File: src/rtl/rolling_key_arbiter.sv
//==============================================================================
// Module  : rolling_key_arbiter
// Shared rolling-key arbiter: lowest-index grant on key match, wait timeout
// with nack, lockout and release handshake. Define ROLLKEY_UP_EN for an
// up-counting key that resets to zero.
// Revision: 1.0
//==============================================================================
`default_nettype none

module rolling_key_arbiter #(
  parameter int KEY_W    = 4,
  parameter int NUM_CH   = 4,
  parameter int MAX_WAIT = 32,
  parameter int LOCK_CYC = 8
) (
  input  logic                    clk,
  input  logic                    rst,
  input  logic [NUM_CH-1:0]       req,
  input  logic [NUM_CH*KEY_W-1:0] req_key,
  output logic [NUM_CH-1:0]       ack,
  output logic [NUM_CH-1:0]       nack,
  output logic [KEY_W-1:0]        key_cur,
  output logic                    busy
);

  localparam int c_WCNT_W = $clog2(MAX_WAIT);
  localparam int c_LCNT_W = (LOCK_CYC > 1) ? $clog2(LOCK_CYC) : 1;
  localparam logic [c_WCNT_W-1:0] c_WAIT_LAST = c_WCNT_W'(MAX_WAIT - 1);
  localparam logic [c_LCNT_W-1:0] c_LOCK_LAST = c_LCNT_W'(LOCK_CYC - 1);

  localparam logic [1:0] c_ST_IDLE    = 2'd0;
  localparam logic [1:0] c_ST_WAIT    = 2'd1;
  localparam logic [1:0] c_ST_RELEASE = 2'd2;
  localparam logic [1:0] c_ST_LOCK    = 2'd3;

  logic [KEY_W-1:0]    r_key;
  logic [KEY_W-1:0]    w_key_next;
  logic [1:0]          r_state    [NUM_CH];
  logic [c_WCNT_W-1:0] r_wait_cnt [NUM_CH];
  logic [c_LCNT_W-1:0] r_lock_cnt [NUM_CH];
  logic [NUM_CH-1:0]   r_ack;
  logic [NUM_CH-1:0]   r_nack;
  logic [NUM_CH-1:0]   w_cand;
  logic [NUM_CH-1:0]   w_grant;
  logic [NUM_CH-1:0]   w_in_wait;

`ifdef ROLLKEY_UP_EN
  localparam logic [KEY_W-1:0] c_KEY_RST = {KEY_W{1'b0}};
  assign w_key_next = r_key + KEY_W'(1);
`else
  localparam logic [KEY_W-1:0] c_KEY_RST = {KEY_W{1'b1}};
  assign w_key_next = r_key - KEY_W'(1);
`endif

  always_comb begin
    w_cand    = '0;
    w_in_wait = '0;
    for (int i = 0; i < NUM_CH; i++) begin
      w_cand[i]    = ((r_state[i] == c_ST_IDLE) || (r_state[i] == c_ST_WAIT)) &&
                     req[i] && (req_key[i*KEY_W +: KEY_W] == r_key);
      w_in_wait[i] = (r_state[i] == c_ST_WAIT);
    end
  end

  // Isolate the lowest set candidate bit: one grant per cycle, lowest index wins.
  assign w_grant = w_cand & (~w_cand + NUM_CH'(1));

  always_ff @(posedge clk) begin
    if (rst) begin
      r_key  <= c_KEY_RST;
      r_ack  <= '0;
      r_nack <= '0;
      for (int i = 0; i < NUM_CH; i++) begin
        r_state[i]    <= c_ST_IDLE;
        r_wait_cnt[i] <= '0;
        r_lock_cnt[i] <= '0;
      end
    end else begin
      r_key  <= w_key_next;
      r_ack  <= w_grant;
      r_nack <= '0;
      for (int i = 0; i < NUM_CH; i++) begin
        case (r_state[i])
          c_ST_IDLE: begin
            if (w_grant[i]) begin
              r_state[i] <= c_ST_RELEASE;
            end else if (req[i]) begin
              r_state[i]    <= c_ST_WAIT;
              r_wait_cnt[i] <= c_WCNT_W'(1);
            end
          end
          c_ST_WAIT: begin
            // Grant beats abort, abort beats timeout.
            if (w_grant[i]) begin
              r_state[i] <= c_ST_RELEASE;
            end else if (!req[i]) begin
              r_state[i] <= c_ST_IDLE;
            end else if (r_wait_cnt[i] == c_WAIT_LAST) begin
              r_state[i]    <= c_ST_LOCK;
              r_lock_cnt[i] <= '0;
              r_nack[i]     <= 1'b1;
            end else begin
              r_wait_cnt[i] <= r_wait_cnt[i] + c_WCNT_W'(1);
            end
          end
          c_ST_LOCK: begin
            if (r_lock_cnt[i] == c_LOCK_LAST) begin
              r_state[i] <= c_ST_RELEASE;
            end else begin
              r_lock_cnt[i] <= r_lock_cnt[i] + c_LCNT_W'(1);
            end
          end
          c_ST_RELEASE: begin
            if (!req[i]) begin
              r_state[i] <= c_ST_IDLE;
            end
          end
          default: r_state[i] <= c_ST_IDLE;
        endcase
      end
    end
  end

  assign ack     = r_ack;
  assign nack    = r_nack;
  assign key_cur = r_key;
  assign busy    = |w_in_wait;

endmodule

`default_nettype wire
File: config.mk
export PLATFORM = sky130hd
export DESIGN_NAME = rolling_key_arbiter
export DESIGN_NICKNAME = d
export VERILOG_FILES = /design/src/rtl/rolling_key_arbiter.sv
export SDC_FILE = /design/constraint.sdc
export NUM_CORES = 1
export LEC_CHECK = 0
export CAP_MARGIN = 20
export CORE_UTILIZATION = 55
export DETAILED_ROUTE_END_ITERATION = 8
export PLACE_DENSITY = 0.86
export SLEW_MARGIN = 10
export SYNTH_ARGS = -nofsm -noshare
export SYNTH_HDL_FRONTEND = slang
export SYNTH_SLANG_ARGS = --single-unit
File: constraint.sdc
create_clock -name clk -period 2.9 [get_ports clk]
set_input_delay 0.725 -clock clk [delete_from_list [all_inputs] [get_ports clk]]
set_output_delay 0.725 -clock clk [all_outputs]
set_load 0.03 [all_outputs]
==> results of run 1 <==
[layout make-up]
| class | instances | share of cell area, % |
|---|---|---|
| clock buffers | 7 | 2.24 |
| clock inverters | 1 | 0.147 |
| inverters | 9 | 0.990 |
| multi-input cells | 195 | 40.3 |
| flip-flops and latches | 52 | 42.3 |
| well taps | 70 | 2.57 |
| repair buffers | 41 | 11.5 |
[sequential cells by signal, indices dropped and copies added (netlist names)]
signal      count
ack             4
key_cur         4
nack            4
r_lock_cnt     12
r_state         8
r_wait_cnt     20
[cell usage in the layout, fill, tap and decap left out, drive strengths merged, types with 2 or more instances in the layout]
cell type / n
and2: 7
dfxtp: 12
clkbuf: 7
a31oi: 3
clkdlybuf4s50: 34
nand3b: 2
a21oi: 6
xnor2: 12
buf: 7
o31ai: 2
nand2: 13
nor2: 25
and3: 11
a31o: 3
nor3: 15
nor2b: 7
ha: 17
o21a: 2
nor3b: 5
o22ai: 2
xor2: 16
edfxtp: 40
nand3: 11
nand2b: 7
or2: 2
or3: 2
a21o: 3
nor4: 3
o21ai: 6
a211oi: 2
inv: 9
[through the flow]
stage                     TNS [ns]  util, %  setup slack [ns]  cell area (sq um)  power [uW]
after floorplan                  0        -             0.673               2930        1200
after global placement           0     65.2            0.0443               3330        1300
after detailed placement    -0.121     65.2           -0.0174               3330        1320
after CTS                        0     66.8             0.176               3410        1720
after global routing             0     66.8            0.0631               3410        1790
final                            0     66.8             0.190               3410        1710
[how the worst max path moves through the flow]
stage | depth (start not counted) | start | to | slack, ns
5_1_grt | 4 | r_state[1][0] | busy | 0.06
4_1_cts | 4 | r_state[1][0] | busy | 0.18
2_1_floorplan | 6 | req_key[14] | r_state[3][0] | 0.67
3_5_place_dp | 6 | req[3] | r_wait_cnt[3][4] | -0.02
3_3_place_gp | 7 | req_key[14] | r_state[3][0] | 0.04
6_report | 4 | r_state[1][0] | busy | 0.19
[power by group]
group / switching (uW) / internal, uW
clock: 234 / 170
combinational: 182 / 162
sequential: 78.8 / 884
[kinds of logic after synthesis]
kind of cell | after synthesis | share of synthesized area (%)
AO/OA/AOI/OAI | 37 | 9.48
XOR/XNOR | 28 | 8.89
adder cells (fa/ha/maj) | 17 | 7.26
buffers and inverters | 23 | 3.89
flip-flops | 52 | 49.2
AND/OR/NAND/NOR | 113 | 21.3
[metal layers]
layer | vias to the layer above | GRT usage [%] | routed length [um]
met5 | - | 0 | 0
met4 | 0 | 6.92 | 65
met3 | 6 | 4.55 | 361
met2 | 69 | 34.9 | 2560
met1 | 969 | 28.6 | 2410
li1 | 1037 | - | -
==> results.ini, run 1 <==
[setup_path]
critPathLaunchType = register
rr_worst_depth = 6
timing.critical_path.to_type = primary output
criticalPathCategory = reg2out
cpLargestDelayFamily = buffers and inverters
reg2reg_slack_ns = 0.66
critPathBufInv = 2
r2r_path_start = key_cur[2]
max_stage_delay_ns = 0.68
crit_path_top_delay_cell = clkdlybuf4s50_1
cp_data_arrival_time_ns = 1.99
rr_endpoint = r_wait_cnt[3][2]
worst-path-max-fanout = 8
worst-endpoint-required_ns = 2.17
critical_path.cell_chain = inv_1 -> o22ai_1 -> a221o_1 -> clkdlybuf4s50_1

[floorplan]
start_util_pct = 57.3
die-area_sq_um = 5620
die_w_um = 75.0
num_rows = 26
pin_count = 35
die_y_um = 75.0
core_area_sq_um = 5110

[drt]
drt_iter0_drc = 197
detail_route.wl_per_cell_um = 14.4
drt-pass1-iter-count = 4
wl_mm = 5.40
drt-vias-per-instance = 5.55
drt_drc_violations_left = 0
routed-via-count = 2081
final_antenna_net_count = 0

[cts]
tritoncts_num_sinks = 52
cts_resized = 0
tritoncts.num_buffers = 5
holdBufCountCts = 0
worst_skew_pair.late_latency_ns = 0.31
ctsHtreeMaxLevel = 2
cts_tree = built
clock_tree.buffer_depth = 2
cts.repair_timing.setup_buffer_count = 0
clk_pin_slew_worst_paths_ns = 0.08
clockRootBuffer = clkbuf_8

[hold_path]
min_path_cells = 1
holdCritStartpoint = key_cur[0]
whs_endpoint = key_cur[0]
holdCritPathClass = reg2reg

[yosys]
yosysMostFrequentCell = edfxtp_1
synthFlopType = edfxtp_1
yosysTopAreaCellShare_pct = 41.0
ys_seq_area_share_pct = 49.2
synth-edff-count = 40
gate_count_after_technology_mapping = 270
ys_seq_elements = 52
yosysWarnings = 0
synth_async_sr_flop_share_pct = 0
synth_nets = 309
synthDistinctLibCells = 50
yosys.area.top_type = edfxtp_1
postSynthAreaPerCell_sq_um = 10.8
synth.top_cells.by_count = edfxtp_1 (40), nor2_1 (25), ha_1 (17), nor3_1 (14), xor2_1 (14)
syn_area_sq_um = 2930
synth_top_cells_by_area = edfxtp_1 (41%), dfxtp_1 (8.2%), ha_1 (7.3%), xor2_1 (4.2%), xnor2_1 (3.6%)

[power_and_ir_drop]
power_density_nw_per_um2 = 502
ir_drop_uv = 342
leakage_power_summed_over_all_cells_uw = 0.00132

[sta]
fmaxAchievable_ghz = 0.369
final-setup-viol-count = 0
clock-skew-final_ns = 0.0140
slew_headroom_pct = 69.8
fin_hold_ws_ns = 0.570
final-hold-violation-count = 0
final.period_utilization_pct = 93.5
worst-slew-pin-transition_ns = 0.451
finalWorstPathRequiredPeriod_ns = 2.71
setup_repair_after_global_routing_missed_its_margin = false
timing.final.max_slew_violations = 0

[finish]
area.sequential_sq_um = 1440
multi_input_comb_area_sq_um = 1370
final_layout_size_suffix_gt1_share_pct = 7.87
synthToLayoutAreaGrowth_pct = 16.4
count_of_antenna_diodes_in_the_layout = 0
n_fill_cell = 420
fin_cells = 375
final_nets = 343

[place]
placed_cells_incl_taps = 367
gp_congestion = 0.813
port_buffers = 34
hpwlAfterDp_mm = 4.13

[global_route]
grt_first_pass_wirelength_mm = 8.99
antenna_found_initial = 0
track_usage_pct = 21.4
globalRoute.totalOverflow = 0
pin_count_of_the_biggest_net_entering_global_routing = 23
grt_pass1_vias = 2007

[flow_run]
max_cap_viol_count = 0

[run_status]
status = finished, final reports clean

Power figures use the tool's default switching activity.
==> inputs of run 2 (changes only) <==
- MAX_ROUTING_LAYER: not set -> met4
==> run 2 against run 1 <==
  * Non-clock buffer count unchanged
  * Final cell count unchanged
  * Critical path depth is the same
  * Hold slack improved by 0.0011 ns
  * Worst setup slack got worse by 0.029 ns
  * Count of clock-buffer cells in the layout did not move
  * Global-route usage up 0.75 points
  * Design area is the same
  * Sequential share of layout area is the same
  * Sequential power hardly changed
  * Critical path type unchanged
==> results.ini, run 2 (synthesis results as in run 1) <==
[drt]
final_antenna_net_count = 0
drt-pass1-iter-count = 4
drt_drc_violations_left = 0
met2RoutedLength_mm = 2.54
drt-met1-wl_mm = 2.46
wl_met3_um = 352
routed-via-count = 2094
drt_iter0_drc = 207
detail_route.wl_per_cell_um = 14.5
wl_mm = 5.44
top_layer = met4
drt-vias-per-instance = 5.58

[setup_path]
criticalPathCategory = reg2out
crit_path_top_delay_cell = clkdlybuf4s50_1
timing.critical_path.to_type = primary output
rr_worst_depth = 6
max_stage_delay_ns = 0.68
reg2reg_slack_ns = 0.66
cp_data_arrival_time_ns = 2.01
worst-path-max-fanout = 8
critPathLaunchType = register
critical_path.cell_chain = inv_1 -> o22ai_1 -> a221o_1 -> clkdlybuf4s50_1
worst-endpoint-required_ns = 2.17

[sta]
worst-slew-pin-transition_ns = 0.454
finalWorstPathRequiredPeriod_ns = 2.74
timing.final.max_slew_violations = 0
fmaxAchievable_ghz = 0.365
final-hold-violation-count = 0
clock-skew-final_ns = 0.0119
setup-tns-final_ns = 0
final.period_utilization_pct = 94.5
setup_repair_after_global_routing_missed_its_margin = false
slew_headroom_pct = 69.6
final.setup.worst_slack_ns = 0.161
final-setup-viol-count = 0

[place]
port_buffers = 34
gp_congestion = 0.825
hpwlAfterDp_mm = 4.13
pre_cts_slack_ns = -0.0174

[power_and_ir_drop]
leakage_power_summed_over_all_cells_uw = 0.00132
power_density_nw_per_um2 = 502
ir_drop_uv = 343

[hold_path]
holdCritPathClass = reg2reg
min_path_cells = 1

[global_route]
pin_count_of_the_biggest_net_entering_global_routing = 23
track_usage_pct = 22.1
grt_pass1_vias = 2004
antenna_found_initial = 0
grt_first_pass_wirelength_mm = 9.03
globalRoute.totalOverflow = 0

[cts]
ctsHtreeMaxLevel = 2
holdBufCountCts = 0
tritoncts.num_buffers = 5
worst_skew_pair.late_latency_ns = 0.31
clock_tree.buffer_depth = 2
cts.repair_timing.setup_buffer_count = 0
tritoncts_num_sinks = 52
clockRootBuffer = clkbuf_8
cts_tree = built
cts_resized = 0
clk_pin_slew_worst_paths_ns = 0.08

[finish]
synthToLayoutAreaGrowth_pct = 16.4
most-common-layout-cells = edfxtp_1 (40), clkdlybuf4s50_1 (34), nor2_1 (25)
reg_top3 = r_wait_cnt x20, r_lock_cnt x12, r_state x8
registers.top_by_ff_count = r_wait_cnt
final_nets = 343
area.sequential_sq_um = 1440
largest_register_ffs = 20
final_layout_size_suffix_gt1_share_pct = 7.87
multi_input_comb_area_sq_um = 1370
final_common_cell = edfxtp_1
n_fill_cell = 420
count_of_antenna_diodes_in_the_layout = 0

[floorplan]
die-area_sq_um = 5620
core_area_sq_um = 5110
pin_count = 35
num_rows = 26
die_y_um = 75.0
die_w_um = 75.0
start_util_pct = 57.3

[flow_run]
max_cap_viol_count = 0

[run_status]
status = finished, final reports clean

run 2: layout make-up:
| type | instances | share of cell area, % |
|---|---|---|
| inverters | 9 | 0.990 |
| clock inverters | 1 | 0.147 |
| well taps | 70 | 2.57 |
| flip-flops and latches | 52 | 42.3 |
| clock buffers | 7 | 2.24 |
| repair buffers | 41 | 11.5 |
| multi-input cells | 195 | 40.3 |
run 2: per-layer routing:
metal / up-vias / GRT usage [%]
li1: 1036 / -
met1: 963 / 29.1
met2: 81 / 34.9
met3: 14 / 4.15
met4: 0 / 6.92
met5: - / -
run 2: worst paths after layout:
path                                     from          endpoint
worst min-delay path               key_cur[0]        key_cur[0]
worst max register to register     key_cur[2]  r_wait_cnt[3][2]
worst min register to register     key_cur[0]        key_cur[0]
worst max-delay path            r_state[1][0]              busy
run 2: worst max-delay path, delay by kind of cell, from the launching register on:
kind	cells	cell delay, ns
AOI/OAI and AO/OA	2	0.39
buffers and inverters	2	0.83
DFF	1	0.50
run 2: metrics by stage:
step           std cells  total power (uW)  cell area [sq um]  utilization, %  hold slack, ns
2_1_floorplan        270              1200               2930               -           0.534
6_report             375              1710               3410            66.8           0.571
4_1_cts              375              1720               3410            66.8           0.574
3_5_place_dp         367              1320               3330            65.2           0.556
3_3_place_gp         367              1300               3330            65.2           0.550
5_1_grt              375              1800               3410            66.8           0.589
run 2: power by group:
part	leakage (uW)	total (uW)	internal (uW)	switching (uW)
logic	0.000754	346	162	184
clock network	0.0000422	403	170	233
registers	0.000528	963	884	79.2
total	0.00132	1710	1220	496
==> inputs of run 3 (changes only) <==
- CTS_CLUSTER_DIAMETER: not set -> 200
==> results of run 3 <==
The final DEF is identical to that of run 2; final timing and power are the same.
